==> config.mk <==
export PLATFORM = sky130hd
export DESIGN_NAME = ram_bus_bridge
export DESIGN_NICKNAME = d
export VERILOG_FILES = /design/src/rtl/ram_bus_bridge_pkg.sv /design/src/rtl/ram_bus_bridge.sv
export SDC_FILE = /design/constraint.sdc
export NUM_CORES = 1
export LEC_CHECK = 0
export ABC_AREA = 1
export CAP_MARGIN = 20
export CORE_ASPECT_RATIO = 0.7
export CORE_UTILIZATION = 40
export DETAILED_ROUTE_END_ITERATION = 16
export PLACE_DENSITY_LB_ADDON = 0.05
export SKIP_CTS_REPAIR_TIMING = 1
export SLEW_MARGIN = 20
export SYNTH_ARGS = -nofsm -noshare
export SYNTH_HDL_FRONTEND = slang
export SYNTH_SLANG_ARGS = --single-unit
export TNS_END_PERCENT = 30
==> constraint.sdc <==
create_clock -name CLK -period 2.7 [get_ports CLK]
set_clock_uncertainty 0.05 [all_clocks]
set_input_delay 0.54 -clock CLK [delete_from_list [all_inputs] [get_ports CLK]]
set_output_delay 0.54 -clock CLK [all_outputs]
set_load 0.02 [all_outputs]
==> src/rtl/ram_bus_bridge_pkg.sv <==
// Shared definitions for the CPU-bus to block-RAM bridge: state encoding,
// default error read data and the RAM window decode.
package ram_bus_bridge_pkg;

    localparam int unsigned STATE_W   = 3;
    localparam int unsigned CPU_W     = 32;
    localparam int unsigned STRB_W    = 4;
    localparam logic [31:0] DEF_ERR_DATA = 32'hDEAD_BEEF;

    typedef enum logic [STATE_W-1:0] {
        IDLE  = 3'd0,
        WRITE = 3'd1,
        READ  = 3'd2,
        READ2 = 3'd3,
        RESP  = 3'd4
    } state_t;

    // True when addr falls in the aligned window of 4<<abits bytes at base.
    function automatic logic win_hit(input logic [31:0] addr,
                                     input logic [31:0] base,
                                     input int unsigned abits);
        return (addr >> (abits + 32'd2)) == (base >> (abits + 32'd2));
    endfunction

endpackage

==> src/rtl/ram_bus_bridge.sv <==
// Adapts the CPU valid/ready memory bus to a single-port registered-read RAM,
// decoding the RAM window and returning one ready pulse per request.
module ram_bus_bridge
    import ram_bus_bridge_pkg::*;
#(
    parameter int unsigned BITS         = 64,
    parameter int unsigned ADDRESS_BITS = 14,
    parameter logic [31:0] BASE_ADDR    = 32'h0001_0000,
    parameter logic [31:0] ERR_DATA     = DEF_ERR_DATA
) (
    input  logic                    CLK,
    input  logic                    RSTb,
    input  logic                    mem_valid,
    input  logic [31:0]             mem_addr,
    input  logic [CPU_W-1:0]        mem_wdata,
    input  logic [STRB_W-1:0]       mem_wstrb,
    output logic                    mem_ready,
    output logic [CPU_W-1:0]        mem_rdata,
    output logic                    mem_err,
    output logic [ADDRESS_BITS-1:0] ram_addr,
    output logic [BITS-1:0]         ram_data_in,
    input  logic [BITS-1:0]         ram_data_out,
    output logic                    ram_WRb,
    output logic [STRB_W-1:0]       ram_wstrb
);

    state_t                  state, state_d;
    logic                    ready_d, err_d, wrb_d;
    logic [CPU_W-1:0]        rdata_d;
    logic [ADDRESS_BITS-1:0] addr_d;
    logic [BITS-1:0]         data_in_d;
    logic [STRB_W-1:0]       wstrb_d;
    logic                    hit;

    // Only the low CPU word of the RAM read data is returned upstream.
    logic unused_ram_hi;
    assign unused_ram_hi = ^ram_data_out[BITS-1:CPU_W];

    assign hit = win_hit(mem_addr, BASE_ADDR, ADDRESS_BITS);

    always_ff @(posedge CLK or negedge RSTb) begin
        if (!RSTb) begin
            state       <= IDLE;
            mem_ready   <= 1'b0;
            mem_err     <= 1'b0;
            mem_rdata   <= '0;
            ram_addr    <= '0;
            ram_data_in <= '0;
            ram_WRb     <= 1'b1;
            ram_wstrb   <= '0;
        end else begin
            state       <= state_d;
            mem_ready   <= ready_d;
            mem_err     <= err_d;
            mem_rdata   <= rdata_d;
            ram_addr    <= addr_d;
            ram_data_in <= data_in_d;
            ram_WRb     <= wrb_d;
            ram_wstrb   <= wstrb_d;
        end
    end

    // Next-state and next-output decode; request fields are sampled only in IDLE.
    always_comb begin
        state_d   = state;
        ready_d   = 1'b0;
        err_d     = 1'b0;
        rdata_d   = mem_rdata;
        addr_d    = ram_addr;
        data_in_d = ram_data_in;
        wrb_d     = ram_WRb;
        wstrb_d   = ram_wstrb;
        case (state)
            IDLE: begin
                if (mem_valid) begin
                    if (hit) begin
                        addr_d = mem_addr[ADDRESS_BITS+1:2];
                        if (mem_wstrb != '0) begin
                            data_in_d = BITS'(mem_wdata);
                            wstrb_d   = mem_wstrb;
                            wrb_d     = 1'b0;
                            state_d   = WRITE;
                        end else begin
                            state_d   = READ;
                        end
                    end else begin
                        ready_d = 1'b1;
                        err_d   = 1'b1;
                        rdata_d = (mem_wstrb == '0) ? ERR_DATA : '0;
                        state_d = RESP;
                    end
                end
            end
            WRITE: begin
                wrb_d   = 1'b1;
                wstrb_d = '0;
                ready_d = 1'b1;
                state_d = RESP;
            end
            READ: begin
                state_d = READ2;
            end
            READ2: begin
                rdata_d = ram_data_out[CPU_W-1:0];
                ready_d = 1'b1;
                state_d = RESP;
            end
            RESP: begin
                state_d = IDLE;
            end
            default: begin
                wrb_d   = 1'b1;
                wstrb_d = '0;
                state_d = IDLE;
            end
        endcase
    end

endmodule

After elaboration in Yosys (flattened, before gate mapping) --
Index checks and enable logic that the tools add are counted.
Storage, ports and cells: register bits after elaboration 88, bits of input ports 135, logic and storage cells 48
Cells by class: equality and inequality tests 9, muxes and demuxes 20, bitwise gates (word level) 1, reductions and logical operators 10
Operators with widths (number):
- 2-to-1 mux 32 bit | 3
- case mux 32 bit (2 select lines) | 1
- equality test 16 x 1 -> 1 bit, second input constant | 1
- 2-to-1 mux 4 bit | 3
- case mux 3 bit (3 select lines) | 1
- != test 2 bit, second input constant | 4
- case mux 4 bit (2 select lines) | 1
- AND reduction 4 bit | 2
- equality test 3 x 2 -> 1 bit, second input constant | 2
- 2-to-1 mux 1 bit | 6
- 2-to-1 mux 3 bit | 2
- AND reduction 3 bit | 2
- zero test 4 bit | 1
- case mux 1 bit (2 select lines) | 2
- nonzero test 4 bit | 1
- equality test 3 x 1 -> 1 bit, second input constant | 1
- equality test 3 bit, second input constant | 1
- zero test 3 bit | 1
- OR reduction 3 bit | 1
- 2-to-1 mux 2 bit | 1
- nonzero test 2 bit | 1
- OR reduction 2 bit | 1
- inverter 1 bit | 1

Depth between registers and ports, before layout --
Gate-level depths: netlist (run 1).
word-level depth 5, gate-level depth with buffers 10, gate-level depth less buffers 9

Worst setup path before layout (run 1) --
Ideal clock, no wire load.
path kind input -> register, from in mem_addr[31], to reg mem_rdata[13], setup time 117 ps, arrival time 1463 ps, required time 2533 ps, setup slack 1070 ps, stages on the path 9, buffers on the path 1, cell sequence nor2_1 nand2_1 nor2_1 nand2_2 nand2_4 nand2_2 buf_2 nand2_1 nand2_1
On the way: word-level cells in the longest chain between the ends 3
Ends and longest elaborated chain:
- from (decl) | RTL line ram_bus_bridge.sv:14 | input logic [31:0] mem_addr,
- equality test 16 x 1 -> 1 bit | RTL line ram_bus_bridge_pkg.sv:22 | return (addr >> (abits + 32'd2)) == (base >> (abits + 32'd2));
- != test 2 bit (no source line)
- AND reduction 3 bit (no source line)
- to (signal assigned) | RTL line ram_bus_bridge.sv:55 | mem_rdata <= rdata_d;
- to (decl) | RTL line ram_bus_bridge.sv:18 | output logic [CPU_W-1:0] mem_rdata,
No other way between the ends. A chain may end at the register's enable or synchronous reset.

Worst setup path in the final report (run 1) --
from reg ram_WRb, to out ram_WRb
RTL lines:
- from (decl) | RTL line ram_bus_bridge.sv:23 | output logic ram_WRb,
- from (signal assigned) | RTL line ram_bus_bridge.sv:58 | ram_WRb <= wrb_d;
No word-level cell between the ends.

==> results of run 1 <==
==> path summary, 6_finish.rpt <==
path                               from         endpoint  slack (ps)  cells past startpoint
min in group CLK           ram_wstrb[1]     ram_wstrb[1]         420                      2
max                             ram_WRb          ram_WRb         630                      1
min reg2reg                ram_wstrb[1]     ram_wstrb[1]         420                      2
max in group asynchronous          RSTb  ram_data_in[19]        1800                      2
max reg2reg                    state[2]    mem_rdata[18]         910                      7
min                                RSTb    mem_rdata[10]         170                      1
==> area by class of cell <==
cell class	count	share of cell area
inverters	12	0.00761
flip-flops and latches	88	0.353
multi-input cells	374	0.254
repair buffers	195	0.314
clock inverters	3	0.00681
clock buffers	12	0.0394
well taps	128	0.0256
==> report_power, final <==
part	internal [mW]	total [mW]	switching (mW)
combinational	0.210	0.416	0.207
sequential	1.35	1.37	0.0173
clock	0.736	1.21	0.475
==> sequential cells by signal, indices dropped and copies added (netlist names) <==
name / flops
mem_ready: 1
mem_err: 1
ram_addr: 14
state: 3
ram_data_in: 32
mem_rdata: 32
ram_wstrb: 4
ram_WRb: 1
==> stage by stage <==
step | utilization | hold slack, ps | total power [mW] | cells | worst slack [ps]
global placement | 0.606 | 408 | 1.81 | 797 | 367
detailed placement | 0.606 | 408 | 1.81 | 797 | 358
floorplan | - | 194 | 1.58 | 531 | 1070
global route | 0.635 | 216 | 3.14 | 812 | 572
finish | 0.635 | 168 | 3.00 | 812 | 631
CTS | 0.635 | 185 | 3.05 | 812 | 605
==> layer usage <==
metal,vias up,routed length (um),part of all wire,global-route usage
li1,1871,-,-,-
met1,1718,4690,0.44,0.266
met2,147,4920,0.46,0.326
met3,11,1030,0.095,0.0783
met4,0,114,0.011,0.0613
met5,-,0,0,0
==> kinds of logic (layout without fill, tap and decap cells) <==
kind of cell,count (synthesis),in the layout,share of synthesized area
DFF,88,88,0.537
other,1,32,0.000915
AOI/OAI and AO/OA,20,20,0.0244
buffers and inverters,69,222,0.104
and+or+nand+nor,322,322,0.333
==> synth_stat cells, drive strengths merged <==
library cell and count:
buf 49, clkbuf 8, inv 12, nand2 228
dfstp 1, nor3 1, nor2 19, dfrtp 87
nand4 3, a21oi 1, o21ai 19, conb 1
nand3 71
==> results.rst, run 1 <==
.. list-table::
   :header-rows: 1

   * - Metric
     - Value
   * - Min Tclk post-route
     - 2070 ps
   * - Total CTS buffers
     - 9
   * - Combined buffer and inverter count along the critical path
     - 1
   * - Synthesized area divided by synthesized cell count
     - 8.20 um2
   * - Final WL
     - 10800 um
   * - Top delay family on crit path
     - buffers and inverters
   * - Max-slew violation count
     - 0
   * - Area share of the largest cell type after synthesis
     - 0.531
   * - Required time at the worst-slack endpoint
     - 2110 ps
   * - Final Setup Violations
     - 0
   * - Number of clock sinks
     - 88
   * - Number of different library cells in the post-synthesis netlist
     - 22
   * - Effective utilization at floorplan
     - 0.417
   * - Total area of sequential cells
     - 2200 um2
   * - Congestion Overflow GR
     - 0
   * - Proportion of layout cells with a drive suffix above 1
     - 0.0526
   * - Worst-case clock buffer depth
     - 2
   * - Max-slew headroom at the worst pin
     - 0.577
   * - Leakage power of the design
     - 3.24 nW
   * - Worst hold-check path type
     - primary input to asynchronous set/reset pin
   * - Average wire per cell in the routed design
     - 13.2 um
   * - Share of the clock period used by the worst path after layout
     - 0.766
   * - Area after detailed placement
     - 5960 um2
   * - Count of state elements after synthesis
     - 88
   * - GRT Resource Usage Total
     - 0.207
   * - Detailed-placement wirelength estimate
     - 7650 um
   * - Power density over the cells
     - 479 nW/um2
   * - Final total negative setup slack
     - 0 ps
   * - Residual DRC
     - 0
   * - Top area cells in the synthesized netlist
     - dfrtp_1 53%, nand2_1 21%, nand3_1 8.5%, buf_4 6.2%, o21ai_0 2.3%
   * - Highest-count cells in the layout ignoring fill and taps
     - 224 x nand2_1, 184 x clkdlybuf4s50_1, 87 x dfrtp_1
   * - Die ar.
     - 10700 um2
   * - Warnings from Yosys
     - 0
   * - Die height
     - 86.7 um
   * - Floorplan row count
     - 30
   * - Clock root buffer
     - clkbuf_16
   * - Initial antenna violation count
     - 0
   * - Clock tree from TritonCTS
     - yes
   * - Max-cap violations
     - 0
   * - Critical path startpoint category
     - flip-flop
   * - Arr. time, crit path
     - 1480 ps
   * - Count of port buffers added during placement
     - 185
   * - Multi-input gate area in the final layout
     - 1590 um2
   * - Via density per instance
     - 4.61
   * - Number of global-route vias before repair
     - 3510
   * - Netlist Area Pre-Place
     - 4100 um2
   * - Max rail drop VDD
     - 0.389 mV
   * - Hold Vio Cnt, Final
     - 0
   * - Clock insertion delay at the later pin of the skew report
     - 330 ps
   * - Placeable core region
     - 9830 um2
   * - Antenna cells
     - 0
   * - Sequential fraction of the synthesis area
     - 0.537
   * - H-tree lvl count
     - 3
   * - Clock-pin slew reported for the worst setup and hold paths after clock tree synthesis
     - 60 ps
   * - Weighted congestion reported at the end of routability-driven placement
     - 0.766
   * - Cell at the slowest stage of the critical path
     - clkdlybuf4s50_1
   * - Syn-to-layout area delta
     - 52.4%
   * - Crit. End Element
     - primary output
   * - First-pass iteration count of the detailed router
     - 4
   * - Nets
     - 815
   * - Count of vias placed by the detailed router
     - 3747
   * - Critical path class
     - flip-flop to primary output
   * - Fmax
     - 483 MHz
   * - Gate count of the mapped netlist
     - 500
   * - Delay of the slowest cell on the worst path
     - 620 ps
   * - Number of violations reported at the end of detailed-routing iteration 0
     - 166
   * - Outcome
     - completed
   * - Number of routed nets with antenna violations
     - 0
   * - List of cells traversed by the critical path
     - clkdlybuf4s50_1
   * - Fill count
     - 832
   * - I/O pin count
     - 252
   * - RSZ-0062 raised after global routing
     - no
   * - Worst-margin pin slew
     - 635 ps
   * - Maximum number of pins on one net before global-route repair
     - 48
   * - Top fanout value on the critical path
     - 2
   * - First-pass GRT wire length
     - 17100 um
   * - Cell type with the largest total area after synthesis
     - dfrtp_1
   * - Commonest non-fill, non-tap cell in the layout
     - nand2_1
   * - Floorplan die width
     - 123 um
   * - Final cell area excluding filler cells
     - 6250 um2
(Power assumes the default switching activity.)
==> inputs of run 2 (changes only) <==
--- a/config.mk
+++ b/config.mk
@@ -8,7 +8,7 @@
 export ABC_AREA = 1
 export CAP_MARGIN = 20
 export CORE_ASPECT_RATIO = 0.7
-export CORE_UTILIZATION = 40
+export CORE_UTILIZATION = 34
 export DETAILED_ROUTE_END_ITERATION = 16
 export PLACE_DENSITY_LB_ADDON = 0.05
 export SKIP_CTS_REPAIR_TIMING = 1
==> constraint.sdc (replaced) <==
create_clock -name CLK -period 1.9 [get_ports CLK]
set_clock_uncertainty 0.05 [all_clocks]
set_input_delay 0.38 -clock CLK [delete_from_list [all_inputs] [get_ports CLK]]
set_output_delay 0.38 -clock CLK [all_outputs]
set_load 0.02 [all_outputs]
==> results.rst, run 2 (synthesis results as in run 1) <==
.. list-table::
   :header-rows: 1

   * - Metric
     - Value
   * - Max-slew headroom at the worst pin
     - 0.637
   * - Fmax
     - 570 MHz
   * - Clock root buffer
     - clkbuf_16
   * - Number of clock sinks
     - 88
   * - Total CTS buffers
     - 9
   * - Number of global-route vias before repair
     - 3733
   * - Placeable core region
     - 11700 um2
   * - Residual DRC
     - 0
   * - Fill count
     - 1098
   * - Path length in cells of the critical path
     - 1
   * - Outcome
     - completed
   * - Detailed-placement wirelength estimate
     - 8170 um
   * - Cell at the slowest stage of the critical path
     - clkdlybuf4s50_1
   * - First-pass iteration count of the detailed router
     - 6
   * - Clock tree from TritonCTS
     - yes
   * - Placed Instances
     - 839
   * - List of cells traversed by the critical path
     - clkdlybuf4s50_1
   * - Combinational power share
     - 0.138
   * - Final WL
     - 11300 um
   * - Critical path startpoint category
     - flip-flop
   * - Leakage power of the design
     - 3.35 nW
   * - Power density over the cells
     - 689 nW/um2
   * - RSZ-0062 raised after global routing
     - no
   * - Reg-to-reg startpoint
     - state[1]
   * - Top fanout value on the critical path
     - 2
   * - Syn-to-layout area delta
     - 57.2%
   * - Part of the power in registers
     - 0.438
   * - Pre-CTS worst setup slack
     - -161 ps
   * - Clock-pin slew reported for the worst setup and hold paths after clock tree synthesis
     - 60 ps
   * - Count of vias placed by the detailed router
     - 3875
   * - Total area of sequential cells
     - 2200 um2
   * - Clock Power Share
     - 0.424
   * - Worst-case clock buffer depth
     - 2
   * - Die ar.
     - 12500 um2
   * - Effective utilization at floorplan
     - 0.350
   * - Floorplan row count
     - 33
   * - Final standard cell count with taps included and fillers excluded
     - 856
   * - First-pass GRT wire length
     - 18600 um
   * - Worst setup path startpoint
     - mem_rdata[4]
   * - Arr. time, crit path
     - 1330 ps
   * - Final Setup Violations
     - 0
   * - Combined buffer and inverter count along the critical path
     - 1
   * - I/O pin count
     - 252
   * - Min Tclk post-route
     - 1760 ps
   * - Hold Vio Cnt, Final
     - 0
   * - GRT Resource Usage Total
     - 0.190
   * - Worst hold-check path type
     - primary input to asynchronous set/reset pin
   * - Commonest non-fill, non-tap cell in the layout
     - nand2_1
   * - Registers with the most flip-flops
     - mem_rdata x32, ram_data_in x32, ram_addr x14
   * - Floorplan die width
     - 133 um
   * - Total internal power
     - 3.42 mW
   * - Multi-input gate area in the final layout
     - 1590 um2
   * - Final Util
     - 0.550
   * - R2R cell count
     - 8
   * - Antenna cells
     - 0
   * - Maximum number of pins on one net before global-route repair
     - 56
   * - Number of routed nets with antenna violations
     - 0
   * - Share of the clock period used by the worst path after layout
     - 0.924
   * - Critical path class
     - flip-flop to primary output
   * - H-tree lvl count
     - 3
   * - Weighted congestion reported at the end of routability-driven placement
     - 0.767
   * - Highest-count cells in the layout ignoring fill and taps
     - 224 x nand2_1, 183 x clkdlybuf4s50_1, 87 x dfrtp_1
   * - Proportion of layout cells with a drive suffix above 1
     - 0.0701
   * - Delay of the slowest cell on the worst path
     - 630 ps
   * - Power spent charging and discharging nets
     - 1.02 mW
   * - Nets
     - 829
   * - Die height
     - 93.9 um
   * - Count of port buffers added during placement
     - 185
   * - Number of violations reported at the end of detailed-routing iteration 0
     - 182
   * - Clock insertion delay at the later pin of the skew report
     - 340 ps
   * - Average wire per cell in the routed design
     - 13.2 um
   * - Max rail drop VDD
     - 0.477 mV
   * - Final setup slack of the worst path
     - 145 ps
   * - Required time at the worst-slack endpoint
     - 1470 ps
   * - Worst-margin pin slew
     - 543 ps
   * - Via density per instance
     - 4.53
   * - Switching power as a share of total power
     - 0.230
   * - Max-cap violations
     - 0
   * - Top delay family on crit path
     - buffers and inverters
   * - Crit. End Element
     - primary output
   * - Initial antenna violation count
     - 0
   * - Congestion Overflow GR
     - 0
   * - Max-slew violation count
     - 0
==> run 2: cell types whose count changed in the layout (fill, tap and decap cells not counted), sizes merged <==
cell and change:
buf +13, dlymetal6s2s +1, clkbuf +1, dlygate4sd3 +1, clkinvlp -1, bufinv +1, clkdlybuf4s50 -1
==> run 2: worst paths after layout <==
path                                         to  slack (ps)
worst max-delay path               mem_rdata[4]         140
worst min-delay path               mem_rdata[3]         350
worst max register to register  ram_data_in[16]         330
worst min register to register          ram_WRb         410
max in group asynchronous          ram_wstrb[3]         950
min in group CLK                        ram_WRb         410
==> run 2: layout make-up <==
type	count	area share
multi-input combinational	374	0.246
clock inverter	3	0.0101
timing repair buffer	209	0.325
inverter	12	0.00738
clock buffer	13	0.0388
sequential	88	0.342
tap	157	0.0305
==> run 2: metrics by stage <==
step           setup TNS (ps)  instance area [um2]  hold WS (ps)  total power, mW
2_1_floorplan               0                 4220          34.4             2.25
3_3_place_gp            -8180                 6120           152             2.59
3_5_place_dp            -9280                 6120           149             2.59
4_1_cts                 -43.2                 6430          -216             4.51
5_1_grt                     0                 6450           338             4.66
6_report                    0                 6450           352             4.44
==> run 2: metal layers <==
metal  up-vias  GRT usage  part of all wire
met5         -          0                 0
met1      1807      0.247              0.45
met2       151      0.295              0.45
met4         0     0.0691             0.018
met3        17     0.0636             0.079
li1       1900          -                 -
==> run 2: worst reg2reg max path: cells and delay by family, from the launching register on <==
| family | cells | cell delay, ps |
|---|---|---|
| AND/OR/NAND/NOR | 6 | 750 |
| flip-flops | 1 | 440 |
| buffers and inverters | 2 | 260 |
==> run 2: power by group through the flow <==
| stage | Clock [mW] | Combinational [mW] | Sequential (mW) |
|---|---|---|---|
| after CTS | 1.95 | 0.620 | 1.94 |
| final | 1.88 | 0.614 | 1.94 |
| after detailed placement | 0 | 0.617 | 1.98 |
| after global placement | 0 | 0.612 | 1.98 |
| after global routing | 2.04 | 0.669 | 1.95 |
| after floorplan | 0 | 0.217 | 2.03 |
==> patch 1: new RTL, flow settings as in run 1 <==
Encoding of `state_t`: now Gray code (3 bits for 5 states).
--- a/src/rtl/ram_bus_bridge_pkg.sv
+++ b/src/rtl/ram_bus_bridge_pkg.sv
@@ -9,8 +9,8 @@
 
-    typedef enum logic [STATE_W-1:0] {
-        IDLE  = 3'd0,
-        WRITE = 3'd1,
-        READ  = 3'd2,
-        READ2 = 3'd3,
-        RESP  = 3'd4
+    typedef enum logic [2:0] {
+        IDLE  = 3'b000,
+        WRITE = 3'b001,
+        READ  = 3'b011,
+        READ2 = 3'b010,
+        RESP  = 3'b110
     } state_t;
Behaviour: same outputs for any inputs over 4 cycles, from zero or initial values and one cycle with RSTb low; so few cycles prove little.
==> patch 1 against run 1 <==
Sequential cell count stayed put; worst setup slack worse by 0.041 ns; synthesized cell count shrank 0.20%; via count is 0.37% higher; cell area decreased by 1.0%; non-clock buffer count decreased by 3; utilization down 0.64 points; cell count shrank 0.25%; wire length is 2.7% lower; synthesized area about the same; worst hold slack worse by 0.013 ns; highest routed layer unchanged.
Power is not compared: it rests on default switching activity, and its combinational part moved more than twofold at a synthesized area within 25%.
==> patch 1: results (changes against run 1) <==
| Metric | Value |
|---|---|
| Status | `finished clean` |
| Final std cells w/o fill | `810 (-0.25%)` |
| Peak per-stage delay on the critical path | `0.46 ns (-0.16 ns)` |
| Clk tree area frac | `0.0457 (-0.000544)` |
| FFs & Latches | `88 (unchanged)` |
| Seq/Total Area, Yosys | `0.537 (about the same)` |
| Worst path top cell family by delay | `simple AND/OR/NAND/NOR gates` |
| NonClk Buf Share | `0.309 (-0.00451)` |
| Inverters, non-clock | `14 (+2)` |
| Die X | `123 um (about the same)` |
| Worst reg2reg setup slack | `0.72 ns (-0.19 ns)` |
| GR Util met2 | `0.324 (-0.00204)` |
| Worst setup margin | `0.590 ns (-0.0407 ns)` |
| Ranking of synthesized cells by area | `dfrtp_1 (53%), nand2_1 (22%), nand3_1 (8.1%)` |
| Grt met3 use | `0.0829 (+0.00461)` |
| Post-DP HPWL | `7.60 mm (-0.78%)` |
| Reg2reg start | `state[0]` |
| Met3 wire len | `1.07 mm (+4.1%)` |
| Maximum fanout along the worst path | `24 (+22)` |
| Pre-CTS setup slack | `0.213 ns (-0.146 ns)` |
| Footprint of the multi-input gates | `1570 sq um (-0.87%)` |
| Critical path data arrival time | `2.28 ns (+0.80 ns)` |
| Hold Slack | `0.155 ns (-0.0128 ns)` |
| First-pass GRT wire length | `16.6 mm (-2.7%)` |
| Post-Syn Instances | `499 (-0.20%)` |
| Slew HR | `0.605 (+0.0286)` |
| Dpl cells | `794 (-0.38%)` |
==> patch 1: changes by cell type after synthesis, moves of 3 or more <==
cell | run 1 | this run
buf_2 | 12 | 15
nand3_1 | 70 | 66
nor2_1 | 16 | 13
o21ai_0 | 19 | 2
nand2_1 | 224 | 239
inv_2 | 2 | 6
clkbuf_1 | 8 | 3
==> patch 1: worst max-delay path by stage <==
stage,start,endpoint,cells past startpoint
CTS,mem_addr[16],mem_rdata[15],10
global route,mem_addr[16],mem_rdata[15],10
detailed placement,mem_addr[16],mem_rdata[15],10
finish,mem_addr[16],mem_rdata[5],10
floorplan,mem_addr[31],ram_data_in[21],9
global placement,mem_addr[16],mem_rdata[16],10
==> patch 1: logic make-up (layout without fill, tap and decap cells) <==
group | Yosys count | count (layout) | synth area share
compound gates | 3 | 3 | 0.00397
flops | 88 | 88 | 0.537
buf+inv | 70 | 222 | 0.108
other cells | 1 | 32 | 0.000914
simple gates | 337 | 337 | 0.350
==> patch 2: new RTL, config.mk and constraints of run 1 <==
Without the edit above. `BITS`: 64 -> 68.
--- a/src/rtl/ram_bus_bridge.sv
+++ b/src/rtl/ram_bus_bridge.sv
@@ -5,3 +5,3 @@
 #(
-    parameter int unsigned BITS         = 64,
+    parameter int unsigned BITS         = 68,
     parameter int unsigned ADDRESS_BITS = 14,
Ports: changed (resized ram_data_in and ram_data_out); port bits go from 252 to 260. The function was not compared with the original's and may differ.
==> patch 2 against run 1 <==
Worst setup slack improved by 0.0019 ns; cell area up 0.14%; synthesized area increased by 0.73%; global-route usage fell by 0.14 points; total power is 3.0% higher; wire length rose by 0.71%; sequential cell count stayed put; die area increased by 0.72%; critical path type unchanged.
==> patch 2: results (changes against run 1) <==
| Metric | Value |
|---|---|
| Status | `finished clean` |
| Overall global routing resource usage | `0.206 (-0.00141)` |
| Largest net degree at the start of global routing | `72 (+50%)` |
| Ranking of synthesized cells by area | `dfrtp_1 (53%), nand2_1 (20%), nand3_1 (8.5%)` |
| First-pass GRT wire length | `17.1 mm (about the same)` |
| Number of diodes | `0 (unchanged)` |
| Iteration-0 DRC Markers | `179 (+7.8%)` |
| Final net count | `822 (+0.86%)` |
| Post-Route M1 WL | `4.76 mm (+1.5%)` |
| Hold Slack | `0.278 ns (+0.110 ns)` |
| R2r endpoint | `mem_rdata[11]` |
| GR Util met2 | `0.330 (+0.00427)` |
| Met2 WL | `5.08 mm (+3.1%)` |
| Most frequent cells after synthesis | `nand2_1 (224), dfrtp_1 (87), nand3_1 (70), buf_4 (38), o21ai_0 (19)` |
| Wire per inst | `13.3 um (+0.34%)` |
| Depth of the most critical reg-to-reg path | `6 (-1)` |
| Met1 Usage GRT | `0.269 (+0.00249)` |
| Worst-Margin Slew | `0.923 ns (+0.288 ns)` |
| Met3 wire len | `916 um (-11%)` |
| FILL cells | `842 (+1.2%)` |
| Static Leakage | `3.25 nW (+0.46%)` |
| Worst reg2reg setup slack | `0.78 ns (-0.13 ns)` |
| Grt met3 use | `0.0681 (-0.0102)` |
| Post-DP HPWL | `7.59 mm (-0.86%)` |
| Vias | `3,738 (-0.24%)` |
patch 2: cell count changes after synthesis, sizes merged:
cell  change
buf       +4
patch 2: area by class of cell:
cell class              instances  area [sq um]  share of cell area
clock inverters                 4          70.1              0.0112
multi-input cells             378          1600               0.256
well taps                     128           160              0.0256
clock buffers                  11           233              0.0372
flip-flops and latches         88          2200               0.352
inverters                      12          47.5             0.00760
repair buffers                194          1940               0.310
patch 2: worst max path at each step:
| stage | slack (ns) | cells after the start | end |
|---|---|---|---|
| global route | 0.49 | 10 | mem_rdata[21] |
| CTS | 0.62 | 1 | ram_WRb |
| global placement | 0.30 | 10 | mem_rdata[1] |
| finish | 0.63 | 1 | ram_WRb |
| floorplan | 1.07 | 9 | mem_rdata[13] |
| detailed placement | 0.30 | 10 | mem_rdata[11] |
patch 2: power by group through the flow:
stage	clock (W)	sequential, W	combinational, W
floorplan	0	0.00143	0.000162
global placement	0	0.00139	0.000418
detailed placement	0	0.00139	0.000423
CTS	0.00134	0.00137	0.000424
global route	0.00139	0.00137	0.000455
finish	0.00130	0.00137	0.000419
patch 2: cell families (layout without fill, tap and decap cells):
kind of cell    Yosys count  in the layout  share of synthesized area
simple gates            322            322                      0.331
flops                    88             88                      0.533
buf+inv                  73            221                      0.111
compound gates           20             20                     0.0242
other cells               1             36                   0.000908
patch 2: through the flow:
| step | setup WS, ns | power (W) | cell area [sq um] | utilization | cells |
|---|---|---|---|---|---|
| finish | 0.633 | 0.00308 | 6260 | 0.634 | 815 |
| global route | 0.490 | 0.00321 | 6260 | 0.634 | 815 |
| CTS | 0.619 | 0.00313 | 6260 | 0.634 | 815 |
| detailed placement | 0.299 | 0.00181 | 5950 | 0.603 | 800 |
| global placement | 0.301 | 0.00181 | 5950 | 0.603 | 800 |
| floorplan | 1.07 | 0.00159 | 4260 | - | 539 |
